===== src/rtl/synch_fifo_pkg.sv =====
// -----------------------------------------------------------------------------
// synch_fifo_pkg
// Shared constants and helpers for the synchronous FIFO slice.
//   FIFO_WIDTH_DEF / FIFO_DEPTH_DEF / FIFO_PTR_DEF : default geometry
//   ptr_width()                                    : ceil(log2(depth))
// No ports.
// -----------------------------------------------------------------------------
package synch_fifo_pkg;

  localparam int FIFO_WIDTH_DEF = 32;
  localparam int FIFO_DEPTH_DEF = 16;
  localparam int FIFO_PTR_DEF   = 4;

  // Smallest w such that 2**w >= depth; used to cross-check DEPTH against PTR.
  function automatic int ptr_width(input int depth);
    int w;
    w = 0;
    for (int i = 0; i < 31; i++) begin
      if ((32'd1 << i) < depth) begin
        w = i + 1;
      end
    end
    return w;
  endfunction

endpackage


===== src/rtl/synch_fifo_if.sv =====
// -----------------------------------------------------------------------------
// synch_fifo_if
// Handshake/data bundle between a FIFO user (master) and the FIFO (slave).
//   fifo_wren, fifo_rden, fifo_wrdata          : master -> FIFO
//   fifo_rddata, fifo_full, fifo_empty,
//   fifo_room_avail, fifo_data_avail           : FIFO -> master
//   fifo_overflow, fifo_underflow              : FIFO -> master, only when
//                                                FIFO_ERR_FLAG_EN is defined
// -----------------------------------------------------------------------------
interface synch_fifo_if
  import synch_fifo_pkg::*;
#(
  parameter int FIFO_WIDTH = FIFO_WIDTH_DEF,
  parameter int FIFO_PTR   = FIFO_PTR_DEF
);

  logic                  fifo_wren;
  logic                  fifo_rden;
  logic [FIFO_WIDTH-1:0] fifo_wrdata;
  logic [FIFO_WIDTH-1:0] fifo_rddata;
  logic                  fifo_full;
  logic                  fifo_empty;
  logic [FIFO_PTR:0]     fifo_room_avail;
  logic [FIFO_PTR:0]     fifo_data_avail;
`ifdef FIFO_ERR_FLAG_EN
  logic                  fifo_overflow;
  logic                  fifo_underflow;
`endif

`ifdef FIFO_ERR_FLAG_EN
  modport master (
    output fifo_wren, fifo_rden, fifo_wrdata,
    input  fifo_rddata, fifo_full, fifo_empty, fifo_room_avail, fifo_data_avail,
    input  fifo_overflow, fifo_underflow
  );
  modport slave (
    input  fifo_wren, fifo_rden, fifo_wrdata,
    output fifo_rddata, fifo_full, fifo_empty, fifo_room_avail, fifo_data_avail,
    output fifo_overflow, fifo_underflow
  );
`else
  modport master (
    output fifo_wren, fifo_rden, fifo_wrdata,
    input  fifo_rddata, fifo_full, fifo_empty, fifo_room_avail, fifo_data_avail
  );
  modport slave (
    input  fifo_wren, fifo_rden, fifo_wrdata,
    output fifo_rddata, fifo_full, fifo_empty, fifo_room_avail, fifo_data_avail
  );
`endif

endinterface


===== src/rtl/synch_fifo_mem.sv =====
// -----------------------------------------------------------------------------
// synch_fifo_mem
// FIFO_DEPTH x FIFO_WIDTH register array, one write port, one synchronous
// read port. The array itself is not reset; only the read register is.
//   clk, rst_n            : clock, synchronous active-low reset
//   i_wr_en, i_wr_addr,
//   i_wr_data             : write port
//   i_rd_en, i_rd_addr    : read port (data registered on the same edge)
//   o_rd_data             : registered read data, holds when i_rd_en is low
// -----------------------------------------------------------------------------
module synch_fifo_mem
  import synch_fifo_pkg::*;
#(
  parameter int FIFO_WIDTH = FIFO_WIDTH_DEF,
  parameter int FIFO_DEPTH = FIFO_DEPTH_DEF,
  parameter int FIFO_PTR   = FIFO_PTR_DEF
) (
  input  logic                  clk,
  input  logic                  rst_n,
  input  logic                  i_wr_en,
  input  logic [FIFO_PTR-1:0]   i_wr_addr,
  input  logic [FIFO_WIDTH-1:0] i_wr_data,
  input  logic                  i_rd_en,
  input  logic [FIFO_PTR-1:0]   i_rd_addr,
  output logic [FIFO_WIDTH-1:0] o_rd_data
);

  logic [FIFO_WIDTH-1:0] r_mem [0:FIFO_DEPTH-1];
  logic [FIFO_WIDTH-1:0] r_rd_data;

  // Storage write; left unreset so it can map onto plain flops or RAM.
  always_ff @(posedge clk) begin
    if (i_wr_en) begin
      r_mem[i_wr_addr] <= i_wr_data;
    end
  end

  // Read register: cleared by reset, loaded only on an accepted read.
  always_ff @(posedge clk) begin
    if (!rst_n) begin
      r_rd_data <= {FIFO_WIDTH{1'b0}};
    end else if (i_rd_en) begin
      r_rd_data <= r_mem[i_rd_addr];
    end else begin
      r_rd_data <= r_rd_data;
    end
  end

  assign o_rd_data = r_rd_data;

endmodule


===== src/rtl/synch_fifo.sv =====
// -----------------------------------------------------------------------------
// synch_fifo
// Single-clock FIFO with registered read data and occupancy/room counters.
// Writes when full and reads when empty are dropped.
//   clk    : clock, rising edge
//   rst_n  : synchronous active-low reset, priority over all requests
//   bus    : synch_fifo_if.slave (wren/rden/wrdata in; rddata, full, empty,
//            room_avail, data_avail out)
// Optional build macro FIFO_ERR_FLAG_EN adds sticky fifo_overflow /
// fifo_underflow outputs on the interface, cleared only by reset.
// -----------------------------------------------------------------------------
module synch_fifo
  import synch_fifo_pkg::*;
#(
  parameter int FIFO_WIDTH = FIFO_WIDTH_DEF,
  parameter int FIFO_DEPTH = FIFO_DEPTH_DEF,
  parameter int FIFO_PTR   = FIFO_PTR_DEF
) (
  input  logic        clk,
  input  logic        rst_n,
  synch_fifo_if.slave bus
);

  // Reject geometries where DEPTH is not exactly 2**PTR.
  if ((FIFO_DEPTH != (1 << FIFO_PTR)) || (ptr_width(FIFO_DEPTH) != FIFO_PTR)) begin : g_cfg_err
    $error("synch_fifo: FIFO_DEPTH must equal 2**FIFO_PTR");
  end

  localparam logic [FIFO_PTR:0] DEPTH_W = (FIFO_PTR + 1)'(FIFO_DEPTH);

  logic [FIFO_PTR-1:0] r_wr_ptr;
  logic [FIFO_PTR-1:0] r_rd_ptr;
  logic [FIFO_PTR:0]   r_count;
  logic [FIFO_PTR:0]   r_room;
  logic                r_full;
  logic                r_empty;
  logic [FIFO_PTR:0]   w_count_nxt;
  logic                w_wr_ok;
  logic                w_rd_ok;

  // Acceptance uses the flags of the current registered state.
  assign w_wr_ok = bus.fifo_wren & ~r_full;
  assign w_rd_ok = bus.fifo_rden & ~r_empty;

  // Next occupancy; a simultaneous accepted read and write cancel out.
  always_comb begin
    w_count_nxt = r_count;
    if (w_wr_ok && !w_rd_ok) begin
      w_count_nxt = r_count + 1'b1;
    end else if (w_rd_ok && !w_wr_ok) begin
      w_count_nxt = r_count - 1'b1;
    end else begin
      w_count_nxt = r_count;
    end
  end

  // Pointers, occupancy and status flags. Flags are decoded from the next
  // occupancy so they are registered yet track r_count exactly.
  always_ff @(posedge clk) begin
    if (!rst_n) begin
      r_wr_ptr <= {FIFO_PTR{1'b0}};
      r_rd_ptr <= {FIFO_PTR{1'b0}};
      r_count  <= {(FIFO_PTR + 1){1'b0}};
      r_room   <= DEPTH_W;
      r_full   <= 1'b0;
      r_empty  <= 1'b1;
    end else begin
      if (w_wr_ok) begin
        r_wr_ptr <= r_wr_ptr + 1'b1;
      end
      if (w_rd_ok) begin
        r_rd_ptr <= r_rd_ptr + 1'b1;
      end
      r_count <= w_count_nxt;
      r_room  <= DEPTH_W - w_count_nxt;
      r_full  <= (w_count_nxt == DEPTH_W);
      r_empty <= (w_count_nxt == {(FIFO_PTR + 1){1'b0}});
    end
  end

  synch_fifo_mem #(
    .FIFO_WIDTH (FIFO_WIDTH),
    .FIFO_DEPTH (FIFO_DEPTH),
    .FIFO_PTR   (FIFO_PTR)
  ) u_mem (
    .clk       (clk),
    .rst_n     (rst_n),
    .i_wr_en   (w_wr_ok),
    .i_wr_addr (r_wr_ptr),
    .i_wr_data (bus.fifo_wrdata),
    .i_rd_en   (w_rd_ok),
    .i_rd_addr (r_rd_ptr),
    .o_rd_data (bus.fifo_rddata)
  );

  assign bus.fifo_full       = r_full;
  assign bus.fifo_empty      = r_empty;
  assign bus.fifo_data_avail = r_count;
  assign bus.fifo_room_avail = r_room;

`ifdef FIFO_ERR_FLAG_EN
  logic r_overflow;
  logic r_underflow;

  // Sticky error flags: any request hitting a full/empty FIFO latches until reset.
  always_ff @(posedge clk) begin
    if (!rst_n) begin
      r_overflow  <= 1'b0;
      r_underflow <= 1'b0;
    end else begin
      r_overflow  <= r_overflow  | (bus.fifo_wren & r_full);
      r_underflow <= r_underflow | (bus.fifo_rden & r_empty);
    end
  end

  assign bus.fifo_overflow  = r_overflow;
  assign bus.fifo_underflow = r_underflow;
`endif

endmodule


===== src/flat_wrapper.sv =====
// flat-port wrapper written by rule: the top's interface ports become plain ports
module synch_fifo_flat import synch_fifo_pkg::*;
#(
  parameter int FIFO_WIDTH = FIFO_WIDTH_DEF,
  parameter int FIFO_DEPTH = FIFO_DEPTH_DEF,
  parameter int FIFO_PTR   = FIFO_PTR_DEF
)
  (clk, rst_n, bus_fifo_wren, bus_fifo_rden, bus_fifo_wrdata, bus_fifo_rddata, bus_fifo_full, bus_fifo_empty, bus_fifo_room_avail, bus_fifo_data_avail);
  synch_fifo_if #(.FIFO_WIDTH(FIFO_WIDTH), .FIFO_PTR(FIFO_PTR)) bus_i ();
  input  logic clk;
  input  logic rst_n;
  input wire logic [$bits(bus_i.fifo_wren)-1:0] bus_fifo_wren;
  input wire logic [$bits(bus_i.fifo_rden)-1:0] bus_fifo_rden;
  input wire logic [$bits(bus_i.fifo_wrdata)-1:0] bus_fifo_wrdata;
  output wire logic [$bits(bus_i.fifo_rddata)-1:0] bus_fifo_rddata;
  output wire logic [$bits(bus_i.fifo_full)-1:0] bus_fifo_full;
  output wire logic [$bits(bus_i.fifo_empty)-1:0] bus_fifo_empty;
  output wire logic [$bits(bus_i.fifo_room_avail)-1:0] bus_fifo_room_avail;
  output wire logic [$bits(bus_i.fifo_data_avail)-1:0] bus_fifo_data_avail;
  assign bus_i.fifo_wren = bus_fifo_wren;
  assign bus_i.fifo_rden = bus_fifo_rden;
  assign bus_i.fifo_wrdata = bus_fifo_wrdata;
  assign bus_fifo_rddata = bus_i.fifo_rddata;
  assign bus_fifo_full = bus_i.fifo_full;
  assign bus_fifo_empty = bus_i.fifo_empty;
  assign bus_fifo_room_avail = bus_i.fifo_room_avail;
  assign bus_fifo_data_avail = bus_i.fifo_data_avail;
  synch_fifo #(.FIFO_WIDTH(FIFO_WIDTH), .FIFO_DEPTH(FIFO_DEPTH), .FIFO_PTR(FIFO_PTR)) u_core (.clk(clk), .rst_n(rst_n), .bus(bus_i));
endmodule

===== config.mk =====
export PLATFORM = sky130hd
export DESIGN_NAME = synch_fifo_flat
export DESIGN_NICKNAME = d
export VERILOG_FILES = /design/src/rtl/synch_fifo_pkg.sv /design/src/rtl/synch_fifo_if.sv /design/src/rtl/synch_fifo_mem.sv /design/src/rtl/synch_fifo.sv /design/src/flat_wrapper.sv
export SDC_FILE = /design/constraint.sdc
export NUM_CORES = 1
export LEC_CHECK = 0
export CELL_PAD_IN_SITES_DETAIL_PLACEMENT = 1
export CELL_PAD_IN_SITES_GLOBAL_PLACEMENT = 1
export CORE_MARGIN = 1.5
export CORE_UTILIZATION = 35
export DETAILED_ROUTE_END_ITERATION = 8
export PLACE_DENSITY_LB_ADDON = 0.1
export SYNTH_ARGS = -nofsm -noshare
export SYNTH_HDL_FRONTEND = slang
export SYNTH_SLANG_ARGS = --single-unit

===== constraint.sdc =====
create_clock -name clk -period 4.73 [get_ports clk]
set_input_delay 0.473 -clock clk [delete_from_list [all_inputs] [get_ports clk]]
set_output_delay 0.473 -clock clk [all_outputs]
set_load 0.01 [all_outputs]

==> impl_metrics.json <==
{
  "h-tree-depth": 2,
  "grt_max_degree": 47,
  "start_kind": "flip-flop",
  "finalWirelength_um": 50730,
  "cts_tree": "built",
  "finalWeightedCongestion": 0.7175,
  "grt_first_pass_wirelength_um": 74930,
  "synth_top_area_share_pct": 72.27,
  "met2_usage_pct": 29.96,
  "min_path_type": "flip-flop to flip-flop",
  "worstPathArrival_ps": 3100,
  "io_buffers": 79,
  "synth_top_family_by_area": "multiplexers",
  "finalSetupTns_ps": 0,
  "finalPower_w": 0.01229,
  "crit_path_end_kind": "flip-flop",
  "outcome": "finished clean",
  "synth_compound_area_share_pct": 1.723,
  "synth_area_um2": 21270,
  "peakVddDrop_mv": 0.2856,
  "min_period_over_period_pct": 55.64,
  "clk_latency_ps": 620,
  "cellPowerDensity_nw_per_um2": 485.6,
  "die-area_um2": 62270,
  "layout-drive-gt1-share_pct": 24.74,
  "clock_sinks": 563,
  "synth_mux_area_share_pct": 16.61,
  "fin_nets": 1147,
  "top_usage_layer": "met2",
  "fillers": 5524,
  "cts_hold_buf": 0,
  "synth_fa_ha_area_share_pct": 0.5881,
  "leakagePower_nw": 7.752,
  "grt-ovfl-total": 0,
  "avgRoutedWirePerCell_um": 26.23,
  "antenna_found_initial": 0,
  "ff_latch_area_um2": 16410,
  "hold_depth": 2,
  "multiInputGateArea_um2": 4657,
  "placed_cell_area_um2": 23200,
  "synthCells": 977,
  "min_period_ps": 2632,
  "synthSimpleGateAreaFrac_pct": 2.017,
  "cap_violations": 0,
  "setup_viol": 0,
  "final_cell_mix": "edfxtp_1, mux4_2, clkdlybuf4s50_1",
  "grt_usage_pct": 16.63,
  "cts-root-buf": "clkbuf_16",
  "synthXorXnorAreaFrac_pct": 0.3705,
  "synth_top_cell_by_area": "edfxtp_1",
  "tightest_slew_ps": 975.2,
  "drtAntennaViolNets": 0,
  "layout_commonest_cell": "edfxtp_1",
  "grt_use_met1_pct": 20.53,
  "start_util_pct": 35.31,
  "postCtsSetupRepairBufs": 0,
  "rr_startpoint": "u_core.r_rd_ptr[0]",
  "synthTopCellsByArea": "edfxtp_1, mux4_2, dfxtp_1",
  "synth_ff_type": "edfxtp_1",
  "finalHoldViolCount": 0,
  "min_from": "u_core.u_mem.o_rd_data[23]",
  "fin_skew_ps": 23.16,
  "crit_start": "u_core.r_rd_ptr[0]",
  "crit_buf_inv": 1,
  "fp.dieW_um": 249.5,
  "ys_seq_elements": 563,
  "cts.path.max_buffers": 3,
  "seq_area_frac_synth_pct": 77.07,
  "synth-edff-count": 512,
  "rows": 90,
  "grt_pass1_vias": 10740,
  "antenna-diode-count": 0,
  "slew_headroom_pct": 34.99,
  "grt_setup_unrepaired": "no",
  "timing.final.max_slew_violations": 0,
  "path_delay_family": "multiplexers",
  "slowest_stage": "dfxtp_4",
  "stdcell_area_um2": 25310,
  "area_delta_synth_final_pct": 18.98,
  "fp.dieH_um": 249.5,
  "yosysUniqueCellTypes": 36,
  "num_io_pins": 80,
  "cts_resized": 0,
  "path_clk_slew_ps": 60,
  "hpwlAfterDp_um": 30930,
  "fmax_ghz": 0.3800,
  "syn_area_per_cell_um2": 21.77,
  "cpPeakStageDelay_ps": 940,
  "synth_nets": 1023,
  "crit_type": "flip-flop to flip-flop",
  "path_depth": 4,
  "r2r_cells": 4,
  "remaining_drc_errors": 0,
  "crit_chain": "buf_4 > mux4_2 > mux2i_1 > o221ai_1",
  "ys_async_sr_fraction_pct": 0,
  "fp.coreArea_um2": 60250,
  "cts_buffers": 60,
  "grt_use_met3_pct": 2.764,
  "vias_per_cell": 5.024,
  "required_ps": 5200,
  "vias": 9716,
  "crit_fanout": 43,
  "drt_iter0_drc": 555,
  "first_pass_iters": 4,
  "yosys_warnings": 0
}
-- Yosys cell counts (all sizes together) (5+ instances only) --
cell type    n
a21oi        5
buf         33
clkbuf      20
dfxtp       51
edfxtp     512
ha          10
inv          7
mux2i       65
mux4       128
nand2       43
nand2b       5
nor2        23
nor3         8
o221ai      32
xor2         5
-- path summary, 6_finish.rpt --
| check | to | slack [ps] |
|---|---|---|
| setup / recovery | u_core.u_mem.o_rd_data[27] | 2100 |
| hold / removal | u_core.u_mem.o_rd_data[23] | 460 |
| setup reg to reg | u_core.u_mem.o_rd_data[27] | 2100 |
| hold reg to reg | u_core.u_mem.o_rd_data[23] | 460 |
-- cells by family (layout without fill, tap and decap cells) --
logic type / after synthesis / count (layout)
flip-flops: 563 / 563
multiplexers: 193 / 193
AND/OR/NAND/NOR: 97 / 97
buffers and inverters: 60 / 235
AO/OA/AOI/OAI: 45 / 45
adder cells (fa/ha/maj): 10 / 10
XOR/XNOR: 9 / 9
-- where the power goes --
group / internal, W / switching (W) / total, W
Clock: 0.00302 / 0.00194 / 0.00497
Combinational: 0.000790 / 0.000772 / 0.00156
Sequential: 0.00560 / 0.000160 / 0.00576
Total: 0.00941 / 0.00288 / 0.0123
-- registers in the layout, summed over array words and instances (netlist names) --
name                        count
u_core.bus.fifo_full            1
u_core.bus.fifo_empty           1
u_core.bus.fifo_room_avail      5
u_core.r_wr_ptr                 4
u_core.u_mem.o_rd_data         32
u_core.bus.fifo_data_avail      4
u_core.u_mem.r_mem            512
u_core.r_rd_ptr                 4
-- worst reg2reg max path, cell delays in order (launching register included) --
cell      delay [ps]
dfxtp_4          940
buf_4            390
mux4_2           520
mux2i_1          470
o221ai_1         170
-- final cells by class --
cell class	instances	area share (%)
repair buffers	115	4.488
well taps	782	3.865
flip-flops and latches	563	64.82
clock inverters	36	1.745
multi-input cells	354	18.40
clock buffers	77	6.584
inverters	7	0.1038
-- per-stage QoR --
stage          hold slack, ps  utilization (%)  std cells  worst slack, ps
2_1_floorplan           481.7                -        977             1041
3_3_place_gp            447.5            38.52       1821             1424
3_5_place_dp            459.5            38.52       1821             1370
4_1_cts                 474.6            42.02       1934             1945
5_1_grt                 500.9            42.02       1934             1901
6_report                464.1            42.02       1934             2098
-- metal layers --
layer	wire length [um]	part of all wire (%)
met1	21070	42
met2	26890	53
met3	1544	3.0
met4	1221	2.4
met5	0	0
(Power assumes the default switching activity.)
